File: src/rtl/uart_tx.sv
// ---------------------------------------------------------------------------
// uart_tx -- UART 8N1 transmitter.
//
// Serialises one byte per frame onto the serial line:
// a start bit (0), eight data bits LSB first, and a stop bit (1).
// Each bit lasts CLKS_PER_BIT clocks. There is no FIFO. A request made
// while a frame is in flight is dropped.
//
// Ports:
//   clk       system clock, all logic on the rising edge
//   reset     synchronous reset, active-high (wins over tx_start)
//   tx_start  send request, sampled every cycle, honoured only in IDLE
//   tx_data   byte to send, captured on the accept cycle only
//   tx        serial line, idle high (registered)
//   tx_busy   high while a frame is on the line (registered)
//   tx_done   one-cycle pulse in the first IDLE cycle after the stop bit
// ---------------------------------------------------------------------------
module uart_tx #(
    parameter int CLKS_PER_BIT = 5208,
    parameter int CNT_W        = 16
) (
    input  logic       clk,
    input  logic       reset,
    input  logic       tx_start,
    input  logic [7:0] tx_data,
    output logic       tx,
    output logic       tx_busy,
    output logic       tx_done
);

    typedef enum logic [1:0] {
        IDLE,
        START,
        DATA,
        STOP
    } state_t;

    localparam logic [CNT_W-1:0] CNT_LAST = CNT_W'(CLKS_PER_BIT - 1);

    state_t           state_q, state_d;
    logic [CNT_W-1:0] cnt_q, cnt_d;
    logic [2:0]       bit_q, bit_d;
    logic [7:0]       shift_q, shift_d;
    logic             tx_d, busy_d, done_d;
    logic             bit_end;

    // Last clock of the current bit period.
    assign bit_end = (cnt_q == CNT_LAST);

    always_ff @(posedge clk) begin
        if (reset) begin
            state_q <= IDLE;
            cnt_q   <= '0;
            bit_q   <= '0;
            shift_q <= '0;
            tx      <= 1'b1;
            tx_busy <= 1'b0;
            tx_done <= 1'b0;
        end else begin
            state_q <= state_d;
            cnt_q   <= cnt_d;
            bit_q   <= bit_d;
            shift_q <= shift_d;
            tx      <= tx_d;
            tx_busy <= busy_d;
            tx_done <= done_d;
        end
    end

    // The outputs are registered. Every *_d value below is the line
    // state for the next cycle. So tx can only move at a bit boundary,
    // and the line cannot glitch.
    always_comb begin
        state_d = state_q;
        cnt_d   = cnt_q;
        bit_d   = bit_q;
        shift_d = shift_q;
        tx_d    = tx;
        busy_d  = tx_busy;
        done_d  = 1'b0;

        unique case (state_q)
            IDLE: begin
                cnt_d  = '0;
                tx_d   = 1'b1;
                busy_d = 1'b0;
                // This is also the done cycle, so back-to-back frames
                // are accepted here.
                if (tx_start) begin
                    shift_d = tx_data;
                    state_d = START;
                    tx_d    = 1'b0;
                    busy_d  = 1'b1;
                end
            end

            START: begin
                if (bit_end) begin
                    cnt_d   = '0;
                    bit_d   = '0;
                    state_d = DATA;
                    tx_d    = shift_q[0];
                end else begin
                    cnt_d = cnt_q + CNT_W'(1);
                end
            end

            DATA: begin
                if (bit_end) begin
                    cnt_d   = '0;
                    shift_d = shift_q >> 1;
                    if (bit_q == 3'd7) begin
                        state_d = STOP;
                        tx_d    = 1'b1;
                    end else begin
                        bit_d = bit_q + 3'd1;
                        // shift_q[1] becomes bit 0 once the shift lands.
                        tx_d  = shift_q[1];
                    end
                end else begin
                    cnt_d = cnt_q + CNT_W'(1);
                end
            end

            STOP: begin
                if (bit_end) begin
                    cnt_d   = '0;
                    state_d = IDLE;
                    tx_d    = 1'b1;
                    busy_d  = 1'b0;
                    done_d  = 1'b1;
                end else begin
                    cnt_d = cnt_q + CNT_W'(1);
                end
            end

            default: begin
                state_d = IDLE;
                cnt_d   = '0;
                tx_d    = 1'b1;
                busy_d  = 1'b0;
            end
        endcase
    end

endmodule

File: config.mk
export PLATFORM = sky130hd
export DESIGN_NAME = uart_tx
export DESIGN_NICKNAME = d
export VERILOG_FILES = /design/src/rtl/uart_tx.sv
export SDC_FILE = /design/constraint.sdc
export NUM_CORES = 1
export LEC_CHECK = 0
export BUFFER_PORTS_ARGS = -buffer_cell sky130_fd_sc_hd__buf_2
export CAP_MARGIN = 20
export CORE_ASPECT_RATIO = 1.75
export CORE_MARGIN = 2
export CORE_UTILIZATION = 30
export CTS_CLUSTER_DIAMETER = 60
export DETAILED_ROUTE_END_ITERATION = 10
export MAX_ROUTING_LAYER = met4
export SLEW_MARGIN = 40
export SYNTH_ARGS = -nofsm -noshare
export SYNTH_HDL_FRONTEND = slang
export SYNTH_SLANG_ARGS = --single-unit
export TNS_END_PERCENT = 50
File: constraint.sdc
create_clock -name clk -period 2.3 [get_ports clk]
set_input_delay 0.23 -clock clk [delete_from_list [all_inputs] [get_ports clk]]
set_output_delay 0.23 -clock clk [all_outputs]
set_load 0.02 [all_outputs]
; ---- After elaboration in Yosys (flattened, before gate mapping)
; Cells that the tools add are included.
[totals]
regBits = 32
latchBits = 0
mem_bits_rw = 0
romBits = 0
in_bits = 11
out_inout_bits = 3
elab_cells = 57
mem_count = 0
[op_classes]
n_addsub = 2
mul = 0
n_div = 0
magnitude_cmp = 0
eq_ne = 11
n_shift = 0
mux = 25
n_bitwise = 1
n_reduce_logical = 11
[op_table]
columns = operator, count
row1 = 16-bit case mux with 2 select lines, 1
row2 = 16-bit by 1-bit adder with 16-bit output (second input constant), 1
row3 = 16-bit by 13-bit equality test with 1-bit output (second input constant), 1
row4 = 16-bit 2-to-1 mux, 1
row5 = 8-bit 2-to-1 mux, 2
row6 = 8-bit case mux with 2 select lines, 1
row7 = 2-bit != test (second input constant), 6
row8 = 2-bit 2-to-1 mux, 5
row9 = 3-bit 2-to-1 mux, 3
row10 = 1-bit 2-to-1 mux, 8
row11 = 2-bit case mux with 4 select lines, 1
row12 = 3-bit case mux with 2 select lines, 1
row13 = 3-bit AND reduction, 2
row14 = 2-bit nonzero test, 3
row15 = 5-bit AND reduction, 1
row16 = 2-bit equality test (second input constant), 2
row17 = 1-bit case mux with 4 select lines, 1
row18 = 4-bit AND reduction, 1
row19 = 3-bit by 1-bit adder with 3-bit output (second input constant), 1
row20 = 3-bit equality test (second input constant), 1
row21 = 3-bit OR reduction, 1
row22 = 2-bit by 1-bit equality test with 1-bit output (second input constant), 1
row23 = 2-bit zero test, 1
row24 = 1-bit case mux with 2 select lines, 1
row25 = other kinds (3), 3

; ---- Logic depth before layout (Yosys ltp)
; Gate-level depths: netlist of run 1.
[logic_depth]
ltp_word = 4
mapped_depth = 7

; ---- Least setup slack after synthesis of run 1
; Ideal clock, no wire load.
[synth_timing]
path_kind = reg-to-reg
from = register cnt_q[0]
to = register shift_q[6]
setup_ps = 119
t_arrival_ps = 1657
required_ps = 2181
path_slack_ps = 524
stages_incl_launch_ff = 7
n_path_buf = 1
period_less_slack_ps = 1776
cell_sequence = dfxtp_1 -> ha_1 -> and4b_1 -> nand4_4 -> or3_1 -> buf_2 -> o221a_1
[synth_between]
elab_chain_len = 3
[synth_rtl]
columns = element, line
row1 = from (decl), 41  ; logic [CNT_W-1:0] cnt_q, cnt_d;
row2 = from (signal assigned), 61  ; cnt_q <= cnt_d;
row3 = 16-bit by 13-bit equality test with 1-bit output, 48  ; assign bit_end = (cnt_q == CNT_LAST);
row4 = 2-bit != test (no source line), n/a
row5 = 3-bit AND reduction (no source line), n/a
row6 = to (signal assigned), 63  ; shift_q <= shift_d;
row7 = to (decl), 43  ; logic [7:0] shift_q, shift_d;
; Every way passes these cells.
; A chain may end at the register's enable or synchronous reset.

; ---- Final worst setup path of run 1
[layout_timing]
from = register cnt_q[3]
to = register shift_q[5]
; The elaborated chain is that of the path after synthesis.

==> impl_metrics.json, run 1 <==
{
  "run_status": "complete, no violations",
  "fin_setup_tns_ps": 0,
  "detailroute.via_count": 1262,
  "synth.lib_cells_used.distinct": 42,
  "min_path_type": "in2reg",
  "max-cap-violations": 0,
  "cp_slowest_cell": "or3_1",
  "cp.required_ps": 2470,
  "regToRegSetupSlack_ps": 360,
  "nFillCells": 543,
  "gp_congestion": 0.859,
  "grt_overflow": 0,
  "path_buf_inv": 0,
  "ctsRootBufferMaster": "clkbuf_8",
  "wl_um": 3210,
  "final_setup_violation_count": 0,
  "fmax_mhz": 516,
  "multi_input_comb_area_um2": 886,
  "tritoncts_clock_tree": "built",
  "worst_path_largest_cell_delay_ps": 540,
  "slew-limit-headroom": 0.654,
  "synthDominantCellAreaShare": 0.407,
  "maximum_number_of_pins_on_one_net_before_global_route_repair": 19,
  "ioPinCount": 14,
  "first_global_vias": 1259,
  "floorplan.die.width_um": 58.8,
  "synthDominantAreaCellType": "dfxtp_1",
  "synth_area_leaders": "dfxtp_1, nor2_1, ha_1, o221a_1, xnor2_1",
  "max-clock-path-buffers": 2,
  "antenna_cells": 0,
  "grt_setup_unrepaired": "no",
  "synth_fp_nets": 185,
  "antenna_found_initial": 0,
  "row_count": 34,
  "timing.critical_path.from_type": "register",
  "grt_pass1_wl_um": 5530,
  "critical_path.top_delay_family": "simple AND/OR/NAND/NOR gates",
  "drive_above_1_share": 0.162,
  "syn-mean-instance-area_um2": 9.49,
  "post-route-min-period_ps": 1940,
  "report.final.hold_viol_count": 0,
  "layout_area_overhead_pct": 16.2,
  "post_synth_inst_count": 166,
  "cts_resized": 0,
  "slew_viol_final": 0,
  "mappedNetlistArea_um2": 1580,
  "start_util": 0.314,
  "timing.critical_path.to_type": "register",
  "design.final.nets": 203,
  "worstPathCellList": "nor4b_4 > nand4_4 > or3_1 > o221a_1",
  "synth-async-reset-ratio": 0,
  "synth.ff_latch_count": 32,
  "synthesis.yosys.warnings": 0,
  "peak_supply_drop_uv": 600,
  "cts_bufs_inserted": 5,
  "cts_htree_levels": 2,
  "fin_crit_sh": 0.842,
  "utilization": 0.365,
  "grt_util_all_layers": 0.125,
  "fin_hold_ws_ps": 240,
  "cts_setup_buffers": 0,
  "synth_edf_count": 0,
  "cts.clk_slew.worst_paths_ps": 70,
  "fin_area_um2": 1830,
  "timing.clock.skew_ps": 4.44,
  "seqCellArea_um2": 641,
  "transition_time_at_the_pin_with_the_least_slew_margin_ps": 517,
  "chipHeight_um": 99.9,
  "wl_per_cell_um": 13.4,
  "synth-main-ff-cell": "dfxtp_1",
  "critPathMaxFanout": 16,
  "worst-setup-path-type": "reg2reg",
  "design.die.area_um2": 5870,
  "tritoncts_num_sinks": 32,
  "cp.arrival_ps": 2110,
  "synth_sequential_area_ratio": 0.407,
  "postRouteAntennaNets": 0,
  "drc": 0,
  "detailedRoute.firstIterationViolations": 13,
  "core_region_area_um2": 5020,
  "placed_cell_area_um2": 1700,
  "drt-pass1-iter-count": 3,
  "clock_insertion_delay_worst_skew_ps": 280,
  "post-dp-hpwl_um": 2420,
  "detail_route.vias_per_cell": 5.28,
  "ctsHoldBuffers": 0,
  "portBuffers": 13,
  "static-leakage-power_uw": 0.000662,
  "power_density_nw_per_um2": 882
}
## final timing paths
check / from / to / cells after the start
setup / recovery: cnt_q[3] / shift_q[5] / 4
hold / removal: tx_start / tx_busy / 3
setup reg to reg: cnt_q[3] / shift_q[5] / 4
hold reg to reg: cnt_q[0] / cnt_q[0] / 1
## kinds of logic after synthesis
group,synth area share
compound gates,0.141
mux,0.0127
xor+xnor,0.0723
fa+ha+maj,0.0635
flops,0.407
buf+inv,0.0310
simple gates,0.273
## registers in the layout (all words and copies together) (netlist names)
register / cells
cnt_q: 16
tx: 1
tx_done: 1
state_q: 2
bit_q: 3
shift_q: 8
tx_busy: 1
## tightest hold or removal path: cells and delay by family
kind / cells / cell delay [ps]
simple gates: 1 / 70
buf+inv: 1 / 120
compound gates: 1 / 50
## cells in the mapped netlist (4+ instances only)
| library cell | number |
|---|---|
| dfxtp_1 | 32 |
| nand4_1 | 4 |
| xor2_1 | 5 |
| inv_1 | 4 |
| xnor2_1 | 8 |
| o221a_1 | 7 |
| nand2_1 | 6 |
| a21oi_1 | 6 |
| nor2_1 | 32 |
| nand3_1 | 7 |
| ha_1 | 8 |
## final cells by class
type | instances | share of cell area
clock buffer | 7 | 0.0526
clock inverter | 1 | 0.0164
inverter | 4 | 0.00820
multi-input combinational | 124 | 0.484
sequential | 32 | 0.350
tap | 54 | 0.0369
timing repair buffer | 17 | 0.0519
## where the power goes
part	leakage, uW	internal [uW]	switching, uW
clock network	0.0000645	382	206
logic	0.000337	141	195
registers	0.000261	637	53.7
total	0.000662	1160	455
## placed cells by master (no fill, tap or decap), drive strengths merged, types with 4 or more instances in the layout
cell type	count
nor2	32
nand4	5
nand3	7
xor2	5
inv	4
clkbuf	7
ha	8
dfxtp	32
a21oi	6
nand2	6
buf	17
o221a	7
xnor2	8
## metrics by stage
| stage | std cells | total power [uW] | setup slack, ps |
|---|---|---|---|
| floorplan | 166 | 952 | 524 |
| global placement | 231 | 1040 | 399 |
| detailed placement | 231 | 1040 | 384 |
| CTS | 239 | 1640 | 363 |
| global route | 239 | 1700 | 239 |
| finish | 239 | 1620 | 363 |
## layer usage
| metal | track usage | vias up | part of all wire |
|---|---|---|---|
| met3 | 0.0232 | 9 | 0.021 |
| met4 | 0.0769 | 0 | 0.035 |
| met1 | 0.115 | 599 | 0.38 |
| li1 | - | 639 | - |
| met2 | 0.227 | 15 | 0.56 |
| met5 | - | - | 0 |
No activity file was read; power rests on OpenSTA's default activity.
==> inputs of run 2 (changes only) <==
--- a/config.mk
+++ b/config.mk
@@ -5,6 +5,7 @@
 export SDC_FILE = /design/constraint.sdc
 export NUM_CORES = 1
 export LEC_CHECK = 0
+export ABC_AREA = 1
 export BUFFER_PORTS_ARGS = -buffer_cell sky130_fd_sc_hd__buf_2
 export CAP_MARGIN = 20
 export CORE_ASPECT_RATIO = 1.75
==> constraint.sdc (replaced) <==
create_clock -name clk -period 1.7 [get_ports clk]
set_input_delay 0.17 -clock clk [delete_from_list [all_inputs] [get_ports clk]]
set_output_delay 0.17 -clock clk [all_outputs]
set_load 0.02 [all_outputs]
==> run 2 against run 1 <==
  * Clock skew hardly changed
  * Final cell count rose by 48%
  * Sequential share of layout area shrank 4.1 points
  * Setup slack worse by 230 ps
  * Non-clock buffer count up 1
  * Clock power increased by 3%
  * Critical endpoint is now bit_q[0]
  * Routed wire length grew 23%
  * Synthesized cell count grew 52%
  * Count of clock-buffer cells in the layout is 1 lower
  * Largest cell class unchanged
==> impl_metrics.json, run 2 <==
{
  "run_status": "complete, no violations",
  "synth_edf_count": 0,
  "synth-async-reset-ratio": 0,
  "cp.required_ps": 1880,
  "post-route-min-period_ps": 1560,
  "grt_overflow": 0,
  "fin_area_um2": 2070,
  "p_seq_frac": 0.344,
  "peak_supply_drop_uv": 731,
  "cp_slowest_cell": "dfxtp_1",
  "most_common_cell_after_layout_fill_and_taps_aside": "nand2_1",
  "grt_pass1_wl_um": 6850,
  "min_path_type": "in2reg",
  "cts.clk_slew.worst_paths_ps": 70,
  "synth_sequential_area_ratio": 0.357,
  "tritoncts_num_sinks": 32,
  "synth.ff_latch_count": 32,
  "fin_crit_sh": 0.920,
  "static-leakage-power_uw": 0.000842,
  "antenna_cells": 0,
  "max-cap-violations": 0,
  "wl_per_cell_um": 11.2,
  "largest-register": "cnt_q",
  "syn-mean-instance-area_um2": 7.09,
  "tritoncts_clock_tree": "built",
  "design.die.area_um2": 6640,
  "design.final.nets": 293,
  "ctsHoldBuffers": 0,
  "report.power.total_uw": 2670,
  "yosys.area_share.adder": 0.0558,
  "row_count": 37,
  "chipHeight_um": 106,
  "ctsRootBufferMaster": "clkbuf_8",
  "worst-setup-path-type": "reg2reg",
  "synth_area_leaders": "dfxtp_1, nand2_1, nand3_1, a21oi_1, ha_1",
  "cp_common_cell": "ha_1",
  "portBuffers": 13,
  "synth.lib_cells_used.distinct": 32,
  "first_global_vias": 1589,
  "internal_power_uw": 1630,
  "max-clock-path-buffers": 2,
  "synth_compound_gate_area_share": 0.0872,
  "ioPinCount": 14,
  "drive_above_1_share": 0.182,
  "synth-main-ff-cell": "dfxtp_1",
  "floorplan.die.width_um": 62.4,
  "grt_util_all_layers": 0.134,
  "slew-limit-headroom": 0.766,
  "largest_reg_flops": 16,
  "timing.critical_path.from_type": "register",
  "detail_route.vias_per_cell": 4.62,
  "regToRegSetupSlack_ps": 140,
  "final_setup_violation_count": 0,
  "power_density_nw_per_um2": 1290,
  "antenna_found_initial": 0,
  "clockPowerShare": 0.227,
  "drc": 0,
  "start_util": 0.307,
  "cts_bufs_inserted": 5,
  "timing.critical_path.to_type": "register",
  "transition_time_at_the_pin_with_the_least_slew_margin_ps": 348,
  "netSwitchingFraction": 0.390,
  "cp.arrival_ps": 1750,
  "maximum_number_of_pins_on_one_net_before_global_route_repair": 17,
  "r2r.worst_path.cells": 9,
  "layout_area_overhead_pct": 15.6,
  "power_switching_uw": 1040,
  "placed_cell_area_um2": 1980,
  "synth.top_cells.by_count": "nand2_1, dfxtp_1, inv_1, nand3_1, nor2_1",
  "top_count_cell_post_synth": "nand2_1",
  "synthDominantAreaCellType": "dfxtp_1",
  "synth_fp_nets": 272,
  "layout_common_cells": "nand2_1, dfxtp_1, inv_1",
  "grt_setup_unrepaired": "no",
  "fmax_mhz": 639,
  "mappedNetlistArea_um2": 1790,
  "biggestRegsByFlops": "cnt_q (16), shift_q (8), bit_q (3)",
  "fin_setup_tns_ps": 0,
  "postRouteAntennaNets": 0,
  "post-dp-hpwl_um": 3050,
  "wl_um": 3940,
  "report.final.hold_viol_count": 0,
  "synthDominantCellAreaShare": 0.357,
  "synth_top_family_by_area": "simple AND/OR/NAND/NOR gates",
  "detailroute.via_count": 1631,
  "post_synth_inst_count": 253,
  "clock_insertion_delay_worst_skew_ps": 280,
  "drt-pass1-iter-count": 4,
  "synth_area_in_xor_xnor": 0.00977,
  "critPathMaxFanout": 6,
  "gp_congestion": 0.856,
  "synth.mux.area_fraction": 0,
  "worstPathCellList": "ha_1 > ha_1 > or2_4 > o21ai_1 > inv_1 > nor2_4 > o21ai_0 > nand2_1 > nor2_2",
  "core_region_area_um2": 5830,
  "timing.clock.skew_ps": 4.90,
  "synthesis.yosys.warnings": 0,
  "pwr-share-comb": 0.429,
  "worst_path_largest_cell_delay_ps": 330,
  "worst_hold_path.num_cells": 3,
  "detailedRoute.firstIterationViolations": 55,
  "synth-simple-area-share": 0.410,
  "cts_htree_levels": 2,
  "slew_viol_final": 0
}
[run 2: cell types whose count changed after synthesis, moves of 7 or more]
cell | before | now
nor2_1 | 32 | 22
nand3_1 | 7 | 23
a21oi_1 | 6 | 20
nand2_1 | 6 | 65
o221a_1 | 7 | 0
inv_1 | 4 | 26
xnor2_1 | 8 | 0
[run 2: what timing repair did]
| action | CTS | global route |
|---|---|---|
| setup endpoints to repair | 0 | 3 |
| resized for setup | 0 | 1 |
| setup buffers | 0 | 0 |
[run 2: final cells by class]
class                      instances  area, um^2
fill                             673        3760
clock inverter                     2        10.0
clock buffer                       6        82.6
multi-input combinational        186        1010
sequential                        32         641
inverter                          31         116
timing repair buffer              18         115
tap                               78        97.6
[run 2: kinds of logic (layout without fill, tap and decap cells)]
logic type | after synthesis | in the layout
compound gates | 30 | 30
fa+ha+maj | 8 | 8
buf+inv | 35 | 57
xor+xnor | 2 | 2
simple gates | 146 | 146
flops | 32 | 32
[run 2: worst max-delay path, delay by kind of cell (launching register included)]
family / cells / cell delay (ps)
DFF: 1 / 330
and+or+nand+nor: 4 / 500
adders and majority gates: 2 / 390
buffers and inverters: 1 / 80
AOI/OAI and AO/OA: 2 / 180
[run 2: worst paths after layout]
path | from | end
setup / recovery | bit_q[0] | bit_q[0]
hold / removal | tx_data[7] | shift_q[7]
setup reg to reg | bit_q[0] | bit_q[0]
hold reg to reg | cnt_q[0] | cnt_q[0]
[run 2: through the flow]
stage               setup slack (ps)   util  hold slack, ps  std cells
floorplan                        191      -             239        253
global placement                 161  0.339             417        345
detailed placement               117  0.339             415        345
CTS                              102  0.355             119        353
global route                    1.59  0.355             133        353
finish                           136  0.355             121        353
[run 2: power by group through the flow]
stage                     Sequential [uW]  Clock [uW]  Combinational [uW]
after floorplan                       941           0                 840
after global placement                930           0                1150
after detailed placement              934           0                1150
after CTS                             918         628                1150
after global routing                  933         660                1290
final                                 919         605                1150
[run 2: layer usage]
layer | vias up | track usage | part of all wire
li1 | 860 | - | -
met1 | 746 | 0.128 | 0.40
met2 | 21 | 0.256 | 0.55
met3 | 4 | 0.0286 | 0.031
met4 | 0 | 0.0571 | 0.017
met5 | - | - | 0
==> inputs of run 3 (changes only) <==
--- a/config.mk
+++ b/config.mk
@@ -10,7 +10,7 @@
 export CAP_MARGIN = 20
 export CORE_ASPECT_RATIO = 1.75
 export CORE_MARGIN = 2
-export CORE_UTILIZATION = 30
+export CORE_UTILIZATION = 39
 export CTS_CLUSTER_DIAMETER = 60
 export DETAILED_ROUTE_END_ITERATION = 10
 export MAX_ROUTING_LAYER = met4
==> run 3 against run 2 <==
  * Count of clock-buffer cells in the layout fell by 1
  * Flip-flop and latch count did not move
  * Register-to-register slack barely moved
  * Via count fell by 1.6%
  * Non-clock buffer count fell by 1
  * Critical endpoint is now cnt_q[12]
==> impl_metrics.json, run 3 (synthesized netlist as in run 2, its figures left out) <==
{
  "r2r.worst_path.cells": 7,
  "gp_congestion": 0.842,
  "first_global_vias": 1627,
  "post-dp-hpwl_um": 2940,
  "power_switching_uw": 978,
  "fin_area_um2": 1990,
  "most_common_cell_after_layout_fill_and_taps_aside": "nand2_1",
  "cp.arrival_ps": 1760,
  "cp_slowest_cell": "dfxtp_1",
  "biggestRegsByFlops": "cnt_q (16), shift_q (8), bit_q (3)",
  "placed_cell_area_um2": 1930,
  "timing.critical_path.from_type": "register",
  "nFillCells": 506,
  "critical_path.top_delay_family": "simple AND/OR/NAND/NOR gates",
  "worstPathCellList": "ha_1 > nand2_1 > inv_1 > nand2_1 > nor3_2 > nand3b_1 > a21oi_1",
  "fin_setup_tns_ps": 0,
  "ctsHoldBuffers": 0,
  "slew-limit-headroom": 0.746,
  "setup_ws_ps": 149,
  "largest-register": "cnt_q",
  "antenna_cells": 0,
  "core_region_area_um2": 4400,
  "path_depth": 7,
  "critPathMaxFanout": 5,
  "cts_setup_buffers": 0,
  "netSwitchingFraction": 0.391,
  "detailedRoute.firstIterationViolations": 41,
  "tritoncts_clock_tree": "built",
  "grt_overflow": 0,
  "path_buf_inv": 1,
  "fin_crit_sh": 0.912,
  "wl_per_cell_um": 11.7,
  "detail_route.vias_per_cell": 4.98,
  "worst-setup-path-type": "reg2reg",
  "post-route-min-period_ps": 1550,
  "largest_reg_flops": 16,
  "layout_common_cells": "nand2_1, dfxtp_1, inv_1",
  "cts.clk_slew.worst_paths_ps": 60,
  "min_path_type": "in2reg",
  "cts_htree_levels": 2,
  "static-leakage-power_uw": 0.000819,
  "p_seq_frac": 0.367,
  "cp_common_cell": "nand2_1",
  "fin_hold_ws_ps": 115,
  "chipHeight_um": 93.7,
  "power_density_nw_per_um2": 1250,
  "start_util": 0.407,
  "cp.required_ps": 1910,
  "internal_power_uw": 1520,
  "wl_um": 3750,
  "timing.clock.skew_ps": 6.08,
  "worstReg2RegEnd": "cnt_q[12]",
  "worst_r2r_startpoint": "cnt_q[0]",
  "fmax_mhz": 645,
  "worstSetupStartpoint": "cnt_q[0]",
  "transition_time_at_the_pin_with_the_least_slew_margin_ps": 378,
  "final_setup_violation_count": 0,
  "regToRegSetupSlack_ps": 150,
  "tritoncts_num_sinks": 32,
  "report.final.hold_viol_count": 0,
  "grt_pass1_wl_um": 6800,
  "drc": 0,
  "floorplan.die.width_um": 55.3,
  "cts_bufs_inserted": 5,
  "worst_setup_path_endpoint": "cnt_q[12]",
  "worst_path_largest_cell_delay_ps": 350,
  "max-cap-violations": 0,
  "ctsRootBufferMaster": "clkbuf_8",
  "slew_viol_final": 0,
  "antenna_found_initial": 0,
  "ioPinCount": 14,
  "run_status": "complete, no violations",
  "clock_insertion_delay_worst_skew_ps": 280,
  "detailroute.via_count": 1605,
  "layout_area_overhead_pct": 11.2,
  "grt_util_all_layers": 0.173,
  "report.power.total_uw": 2500,
  "max-clock-path-buffers": 2,
  "peak_supply_drop_uv": 941,
  "maximum_number_of_pins_on_one_net_before_global_route_repair": 17,
  "grt_setup_unrepaired": "no",
  "postRouteAntennaNets": 0,
  "row_count": 32,
  "design.die.area_um2": 5180,
  "design.final.nets": 292,
  "place_ws_ps": 116,
  "portBuffers": 13,
  "drt-pass1-iter-count": 4,
  "clockPowerShare": 0.206,
  "timing.critical_path.to_type": "register",
  "drive_above_1_share": 0.170,
  "pwr-share-comb": 0.427
}
==> run 3: worst min-delay path by stage <==
stage / slack, ps / start / endpoint / cells past startpoint
finish: 110 / tx_data[7] / shift_q[7] / 3
global route: 150 / tx_data[7] / shift_q[7] / 3
CTS: 110 / tx_data[7] / shift_q[7] / 3
detailed placement: 410 / tx_data[7] / shift_q[7] / 3
global placement: 410 / tx_data[7] / shift_q[7] / 3
floorplan: 240 / reset / shift_q[0] / 1
==> run 3: cell type report <==
| type | count | area [um^2] | area share |
|---|---|---|---|
| Clock buffer | 5 | 68.8 | 0.0345 |
| Timing Repair Buffer | 17 | 95.1 | 0.0477 |
| Inverter | 31 | 116 | 0.0583 |
| Sequential cell | 32 | 641 | 0.321 |
| Multi-Input combinational cell | 186 | 1010 | 0.506 |
| Tap cell | 51 | 63.8 | 0.0320 |
==> run 3: layer usage <==
metal | global-route usage | part of all wire | routed length [um] | vias up
li1 | - | - | - | 852
met2 | 0.308 | 0.52 | 1950 | 29
met1 | 0.159 | 0.39 | 1470 | 706
met3 | 0.0344 | 0.029 | 110 | 18
met4 | 0.134 | 0.060 | 225 | 0
met5 | - | 0 | 0 | -
==> run 3: per-stage QoR <==
| stage | std cells | utilization |
|---|---|---|
| CTS | 322 | 0.453 |
| global placement | 317 | 0.437 |
| floorplan | 253 | - |
| finish | 322 | 0.453 |
| global route | 322 | 0.453 |
| detailed placement | 317 | 0.437 |
==> run 3: worst reg2reg max path, stage by stage (launching register included) <==
cell,delay [ps]
dfxtp_1,350
ha_1,200
nand2_1,80
inv_1,90
nand2_1,150
nor3_2,330
nand3b_1,130
a21oi_1,160
==> run 3: power by group through the flow <==
| stage | Clock, uW | Combinational [uW] | Sequential (uW) |
|---|---|---|---|
| 2_1_floorplan | 0 | 840 | 941 |
| 3_3_place_gp | 0 | 1080 | 929 |
| 3_5_place_dp | 0 | 1080 | 931 |
| 4_1_cts | 542 | 1090 | 915 |
| 5_1_grt | 568 | 1230 | 929 |
| 6_report | 516 | 1070 | 916 |
==> run 3: timing repair <==
item                                   in CTS  in global routing
endpoints found under the hold margin       0                  0
setup endpoints to repair                   0                  3
resized for setup                           0                  1
